**src/rtl/pwm_duty_sequencer.sv**
```systemverilog
// Duty-word sequencer feeding a W-bit PWM generator.
// Produces a static duty, a sawtooth ramp or a triangle ramp with end holds.
// Every duty/state change lands on the edge that closes a PWM frame.
module pwm_duty_sequencer #(
  parameter int W          = 4,
  parameter int FRAME_LEN  = 16,
  parameter int HOLD_STEPS = 2
) (
  input  logic         i_clk,
  input  logic         i_rst_n,
  input  logic         i_en,
  input  logic [1:0]   i_mode,
  input  logic [2:0]   i_rate,
  input  logic [W-1:0] i_static_w,
  output logic [W-1:0] o_w,
  output logic         o_frame_tick,
  output logic         o_step_tick,
  output logic         o_dir
);
  localparam logic [W-1:0]   MAX       = {W{1'b1}};
  localparam int             FCW       = $clog2(FRAME_LEN);
  localparam int             HCW       = (HOLD_STEPS > 1) ? $clog2(HOLD_STEPS) : 1;
  localparam logic [FCW-1:0] FC_LAST   = FCW'(FRAME_LEN - 1);
  localparam logic [FCW-1:0] FC_PRE    = FCW'(FRAME_LEN - 2);
  localparam logic [HCW-1:0] HOLD_LAST = HCW'((HOLD_STEPS > 0) ? HOLD_STEPS - 1 : 0);

  typedef enum logic [2:0] {S_IDLE, S_UP, S_HOLD_TOP, S_DOWN, S_HOLD_BOT} state_t;

  state_t         state_q, state_d;
  logic [W-1:0]   w_q, w_d;
  logic [FCW-1:0] fc_q;
  logic           ft_q;
  logic [6:0]     psc_q, psc_d;
  logic [HCW-1:0] hold_q, hold_d;

  logic       fb, sb, run_req, saw;
  logic [6:0] step_lim;

  // ft_q is high exactly while fc_q sits on the last count, so it doubles as the
  // frame-boundary strobe.
  assign fb       = ft_q;
  assign step_lim = 7'((8'd1 << i_rate) - 8'd1);
  // ">=" so that lowering i_rate below the current count ends the step at once.
  assign sb       = fb && (psc_q >= step_lim);
  assign run_req  = i_en && ((i_mode == 2'b01) || (i_mode == 2'b10));
  assign saw      = (i_mode == 2'b01);

  // Free-running frame counter and registered frame tick.
  always_ff @(posedge i_clk) begin
    if (!i_rst_n) begin
      fc_q <= '0;
      ft_q <= 1'b0;
    end else begin
      fc_q <= (fc_q == FC_LAST) ? '0 : fc_q + 1'b1;
      ft_q <= (fc_q == FC_PRE);
    end
  end

  // Ramp state, duty word, step prescaler and hold counter.
  always_ff @(posedge i_clk) begin
    if (!i_rst_n) begin
      state_q <= S_IDLE;
      w_q     <= '0;
      psc_q   <= '0;
      hold_q  <= '0;
    end else begin
      state_q <= state_d;
      w_q     <= w_d;
      psc_q   <= psc_d;
      hold_q  <= hold_d;
    end
  end

  // Next-state: enable/mode checked every frame, ramp advances only on steps.
  always_comb begin
    state_d = state_q;
    w_d     = w_q;
    psc_d   = psc_q;
    hold_d  = hold_q;
    if (fb) begin
      if (state_q == S_IDLE) begin
        psc_d = '0;
        if (run_req) begin
          state_d = S_UP;
          w_d     = '0;
        end else begin
          w_d = i_static_w;
        end
      end else if (!run_req) begin
        state_d = S_IDLE;
        w_d     = i_static_w;
        psc_d   = '0;
      end else begin
        psc_d = sb ? '0 : psc_q + 1'b1;
        if (sb) begin
          // Sawtooth pulls any falling/holding state back into UP, continuing
          // from the current word.
          if ((state_q == S_UP) || saw) begin
            state_d = S_UP;
            if (w_q != MAX) begin
              w_d = w_q + 1'b1;
            end else if (saw) begin
              w_d = '0;
            end else if (HOLD_STEPS > 0) begin
              state_d = S_HOLD_TOP;
              hold_d  = '0;
            end else begin
              state_d = S_DOWN;
              w_d     = MAX - 1'b1;
            end
          end else begin
            case (state_q)
              S_HOLD_TOP: begin
                if (hold_q == HOLD_LAST) begin
                  state_d = S_DOWN;
                  w_d     = MAX - 1'b1;
                end else begin
                  hold_d = hold_q + 1'b1;
                end
              end
              S_DOWN: begin
                if (w_q != '0) begin
                  w_d = w_q - 1'b1;
                end else if (HOLD_STEPS > 0) begin
                  state_d = S_HOLD_BOT;
                  hold_d  = '0;
                end else begin
                  state_d = S_UP;
                  w_d     = W'(1);
                end
              end
              S_HOLD_BOT: begin
                if (hold_q == HOLD_LAST) begin
                  state_d = S_UP;
                  w_d     = W'(1);
                end else begin
                  hold_d = hold_q + 1'b1;
                end
              end
              default: ;
            endcase
          end
        end
      end
    end
  end

  assign o_w          = w_q;
  assign o_frame_tick = ft_q;
  assign o_step_tick  = sb && (state_q != S_IDLE);
  assign o_dir        = (state_q == S_UP) || (state_q == S_HOLD_TOP);

endmodule
```
**config.mk**
```make
export PLATFORM = sky130hd
export DESIGN_NAME = pwm_duty_sequencer
export DESIGN_NICKNAME = d
export VERILOG_FILES = /design/src/rtl/pwm_duty_sequencer.sv
export SDC_FILE = /design/constraint.sdc
export NUM_CORES = 1
export LEC_CHECK = 0
export CORE_MARGIN = 10
export CORE_UTILIZATION = 40
export CTS_CLUSTER_SIZE = 10
export DETAILED_ROUTE_END_ITERATION = 10
export GPL_TIMING_DRIVEN = 0
export PLACE_DENSITY_LB_ADDON = 0.15
export SYNTH_ARGS = -nofsm -noshare
export SYNTH_HDL_FRONTEND = slang
export SYNTH_SLANG_ARGS = --single-unit
```
**constraint.sdc**
```tcl
create_clock -name i_clk -period 5.8 [get_ports i_clk]
set_clock_uncertainty 0.15 [all_clocks]
set_input_delay 1.16 -clock i_clk [delete_from_list [all_inputs] [get_ports i_clk]]
set_output_delay 1.16 -clock i_clk [all_outputs]
set_load 0.03 [all_outputs]
```
## Yosys cells after proc, flatten, opt, wreduce, memory -nomap -nowiden

Cells that the tools add are included.

- Order comparisons: 1
- Mux-type cells: 31
- Reduce and logical (&&, ||, !) cells: 15
- $add $sub $neg: 6
- Shifts and indexed selects: 1
- Equal/unequal tests: 20
- Bitwise logic cells: 2

Operators with widths:

| cell | number |
|---|---|
| $mux W4 | 10 |
| $mux W3 | 8 |
| $mux W7 | 3 |
| $ne A5 B5 Y1 const B | 4 |
| $reduce_and A7 Y1 | 2 |
| $pmux W4 S3 | 1 |
| $pmux W3 S3 | 1 |
| $add A4 B1 Y4 const B | 2 |
| $eq A4 B4 Y1 const B | 2 |
| $reduce_and A8 Y1 | 1 |
| $add A7 B1 Y7 const B | 1 |
| $ge A7 B7 Y1 | 1 |
| $shl A1 B3 Y7 const A | 1 |
| $sub A7 B1 Y7 const B | 1 |
| $eq A3 B2 Y1 const B | 2 |
| $ne A2 B2 Y1 const B | 3 |
| $ne A6 B1 Y1 const B | 1 |
| $reduce_bool A3 Y1 | 2 |
| $mux W1 | 5 |
| $ne A5 B4 Y1 const B | 1 |
| $mux W2 | 2 |
| $ne A4 B4 Y1 const B | 1 |
| $reduce_bool A4 Y1 | 1 |
| $reduce_or A2 Y1 | 2 |
| other kinds (13) | 18 |

- Output and inout bits: 7
- Input bits: 12
- Flip-flop bits (word level): 20
- Logic and storage cells: 82

## Depth between registers and ports, before layout

- Word-level depth: 7
- Mapped depth: 14
- Mapped depth without buffers: 13

## Least setup slack after synthesis

OpenSTA, ideal clock, no wires.

- Path type: input to output
- Start point: in i_rate[2]
- End point: out o_step_tick
- Path buffers: 1
- Stages on the path: 10
- Data arrival time: 3.443 ns
- Path slack: 1.047 ns
- Required time: 4.490 ns
- Path through: or3_1 > ha_1 > clkbuf_1 > nor3_1 > a21oi_1 > o21a_1 > ha_1 > o2111ai_1 > or2_1 > a221oi_2

- Cells in the longest elaborated chain, start to end: 5

RTL lines:

| what | RTL line | RTL |
|---|---|---|
| from (decl) | 13 | `input logic [2:0] i_rate,` |
| $shl A1 B3 Y7 | 42 | `assign step_lim = 7'((8'd1 << i_rate) - 8'd1);` |
| $sub A7 B1 Y7 | 42 |  |
| $ge A7 B7 Y1 | 44 | `assign sb = fb && (psc_q >= step_lim);` |
| $logic_and A1 B1 Y1 | 44 |  |
| $logic_and A1 B1 Y1 | 150 | `assign o_step_tick = sb && (state_q != S_IDLE);` |
| to (decl) | 17 | `output logic o_step_tick,` |

Every way passes these cells.

## Worst setup path after layout

Ends and elaborated chain as after synthesis.

==> results by group <==
Status
  • Outcome: complete, no violations

Hold path
  • Worst min-delay path class: reg -> reg

Power and ir drop
  • Worst VDD drop: 0.133 mV
  • Pwr dens: 167 nW/um^2
  • Leakage power total: ~0.76 nW

Clock tree
  • CTS Buf Count: 3
  • # clock sinks: 20
  • Worst-skew pair later-pin latency: around 0.26 ns
  • CTS tree: yes
  • CTS clk-pin slew, worst paths: ~0.070 ns
  • CTS Buffer Depth: 2
  • Root buffer cell: clkbuf_8
  • H-tree Lvls: 1
  • Post-CTS Hold Buffers: 0

Finish
  • Layout area overhead: 19.1%
  • NumNets Final: 247
  • Fin util: between 50% and 60%
  • Antenna diodes: 0
  • Share of cells above drive strength 1: between 10% and 20%
  • FILL cells: roughly 360
  • Non-filler instance count after layout: 268

Synthesis
  • Synth top area share: between 20% and 30%
  • Synth Area in XOR/XNOR: between 7 and 8%
  • Synthesized cell area: roughly 1600 um^2
  • Synth top area cells: dfxtp_1 (25%), ha_1 (11%), nor2_1 (6.1%)
  • Seq cells post-synth: 20
  • Post-synthesis mux area share: under 10%
  • Syn_area_per_cell: 8.11 um^2
  • Number of synthesized flops with an enable pin: 0
  • Main combinational cell family by area after synthesis: compound AO/OA/AOI/OAI gates
  • Post-synth cell types: 54
  • Fraction of registers with async set/reset: 0%
  • Synthesized net count: approximately 220
  • Cell taking the most area after synthesis: dfxtp_1
  • Seq/Total Area, Yosys: 24.9%
  • Ys Warns: 0
  • Syn Inst Count: 198
  • Simple-gate share of the synthesized area: approximately 23%
  • Top_reg_cell synth: dfxtp_1
  • Post-synthesis adder-cell area fraction: 10.9%
  • Synth Area in Compound Gates: approximately 24%

Place
  • Detailed Place HPWL: roughly 2900 um
  • Placed cells: ~260
  • PortBufs: 18
  • GP Congestion: 0.855
  • Dpl ws: -0.121 ns

Worst setup path
  • Startpoint class of the critical path: input port
  • CP Class: in -> out
  • CP required: between 4 and 5 ns
  • CP cell instances: clkdlybuf4s50_1, or3_1, ha_1, clkbuf_1, nor3_1, a21oi_1, o21a_1, ha_1, o2111ai_1, or2_1, a221oi_2, clkbuf_2
  • CP max FO: 6
  • Critical path buffer and inverter count: 3
  • Crit-path most repeated cell: ha_1
  • Slowest CP cell: clkdlybuf4s50_1
  • Crit path largest cell delay: about 0.5 ns
  • Crit-path leading delay family: buffers and inverters
  • Critical path capture point type: primary output
  • CP arrival: 4.17 ns

Drt
  • Final WL: 3750 um
  • DRC violations left: 0
  • Via density: roughly 5.4
  • DR vias: 1450
  • Avg WL per Cell: roughly 14 um
  • Drt pass-1 iters: 4
  • Antenna-violating nets left: 0
  • DRT iter0 DRCs: 146

Global route
  • Layer with the highest usage: met2
  • Overall routing resource usage: 10.4%
  • GR Overflow Total: 0
  • Vias in the first global route: ~1300
  • Met2 Usage GRT: about 15%
  • Antenna violations before repair: 0
  • First-pass GRT wire length: between 6000 and 7000 um
  • Largest net degree at the start of global routing: 13
  • Grt met3 use: 3.61%
  • Met1 usage: ~14%

STA
  • Final Hold Viols: 0
  • Minimum clock period: around 5.5 ns
  • Slew HR: 64.1%
  • Max Slew Vio Count: 0
  • Share of the clock period used by the worst path: between 90 and 100%
  • Setup WS post-layout: roughly 0.32 ns
  • F_max: 0.182 GHz
  • RSZ-0062 raised after global routing: no
  • Final setup vio count: 0
  • Setup_tns: 0 ns
  • Actual slew at the worst max-slew pin: ~0.54 ns

Floorplanning
  • Die area: roughly 7000 um^2
  • Core Rows: 22
  • Vert. Die Dim: between 80 and 90 um
  • CORE AREA: ~3800 um^2
  • Die width: ~83 um
  • Ports: 19
  • Initial Util: 42.6%

Run
  • Max_cap viols: 0
[cell usage in the layout, fill, tap and decap left out, types with 3 or more instances in the layout]
cell type and count:
o211a_1 4, xnor2_1 9, nand3_1 4, xor2_1 4
mux2i_1 5, a21oi_1 13, inv_1 9, clkbuf_8 3
ha_1 14, dfxtp_1 20, nor2_1 26, buf_4 3
buf_6 3, o2111ai_1 3, nand2_1 21, o21a_1 3
clkdlybuf4s50_1 17, o21ai_0 9
[where the power goes]
group	switching [W]	leakage (nW)	internal (W)	total, W
Combinational	0.0000200	0.559	0.0000189	0.0000388
Clock	0.0000478	0.0357	0.0000921	0.000140
Sequential	0.00000215	0.162	0.000139	0.000141
Total	0.0000700	0.757	0.000250	0.000320
[path summary, 6_finish.rpt]
kind	slack, ns	end	depth (start not counted)	startpoint
hold / removal	0.34	fc_q[0]$_SDFF_PP0_	1	fc_q[0]$_SDFF_PP0_
hold reg to reg	0.34	fc_q[0]$_SDFF_PP0_	1	fc_q[0]$_SDFF_PP0_
setup reg to reg	3.63	o_w[1]$_SDFFE_PN0P_	7	psc_q[0]$_SDFFE_PN0P_
setup / recovery	0.32	o_step_tick	12	i_rate[2]
[kinds of logic (layout without fill, tap and decap cells)]
family | after synthesis | after routing
adder cells (fa/ha/maj) | 14 | 14
buffers and inverters | 20 | 42
flip-flops | 20 | 20
XOR/XNOR | 13 | 13
AO/OA/AOI/OAI | 53 | 53
AND/OR/NAND/NOR | 73 | 73
multiplexers | 5 | 5
[flip-flops by register name, indices dropped and copies added (netlist names)]
signal        flops
fc_q              4
hold_q            1
o_frame_tick      1
o_w               4
psc_q             7
state_q           3
[final cells by class]
type                       instances  area, um^2  share of cell area, %
timing repair buffer              18         175                   9.16
clock buffer                       3        41.3                   2.16
multi-input combinational        158        1100                   57.3
buffer                             9        68.8                   3.60
tap                               48        60.1                   3.14
clock inverter                     1        30.0                   1.57
sequential                        20         400                   20.9
inverter                          11        41.3                   2.16
[stage by stage]
step           hold slack [ns]  total power (W)  cell area [um^2]
2_1_floorplan            0.291         0.000168              1610
4_1_cts                  0.353         0.000324              1920
3_3_place_gp             0.308         0.000181              1850
5_1_grt                  0.387         0.000337              1910
3_5_place_dp             0.336         0.000183              1850
6_report                 0.342         0.000320              1910
[cell usage after synthesis, types with 2 or more instances]
cell type  number
nor2_1         26
nand2_1        21
dfxtp_1        20
ha_1           14
a21oi_1        13
inv_1           9
o21ai_0         9
xnor2_1         9
mux2i_1         5
nand3_1         4
o211a_1         4
xor2_1          4
buf_4           3
buf_6           3
o2111ai_1       3
o21a_1          3
a211oi_1        2
and2_1          2
clkbuf_1        2
inv_2           2
nand4_1         2
nor3_1          2
nor3b_1         2
o211ai_1        2
o22ai_1         2
or4_1           2
[metal layers]
metal | wire, um | vias up
li1 | - | 754
met1 | 1900 | 672
met2 | 1640 | 22
met3 | 191 | 2
met4 | 13 | 0
met5 | 0 | -
[what timing repair did]
item / in CTS / in global routing
setup buffers: 0 / 0
gates cloned: 0 / 0
hold endpoints to repair: 0 / 0
gates resized for setup: 1 / 2
endpoints found under the setup margin: 1 / 1
(Power assumes the default switching activity.)
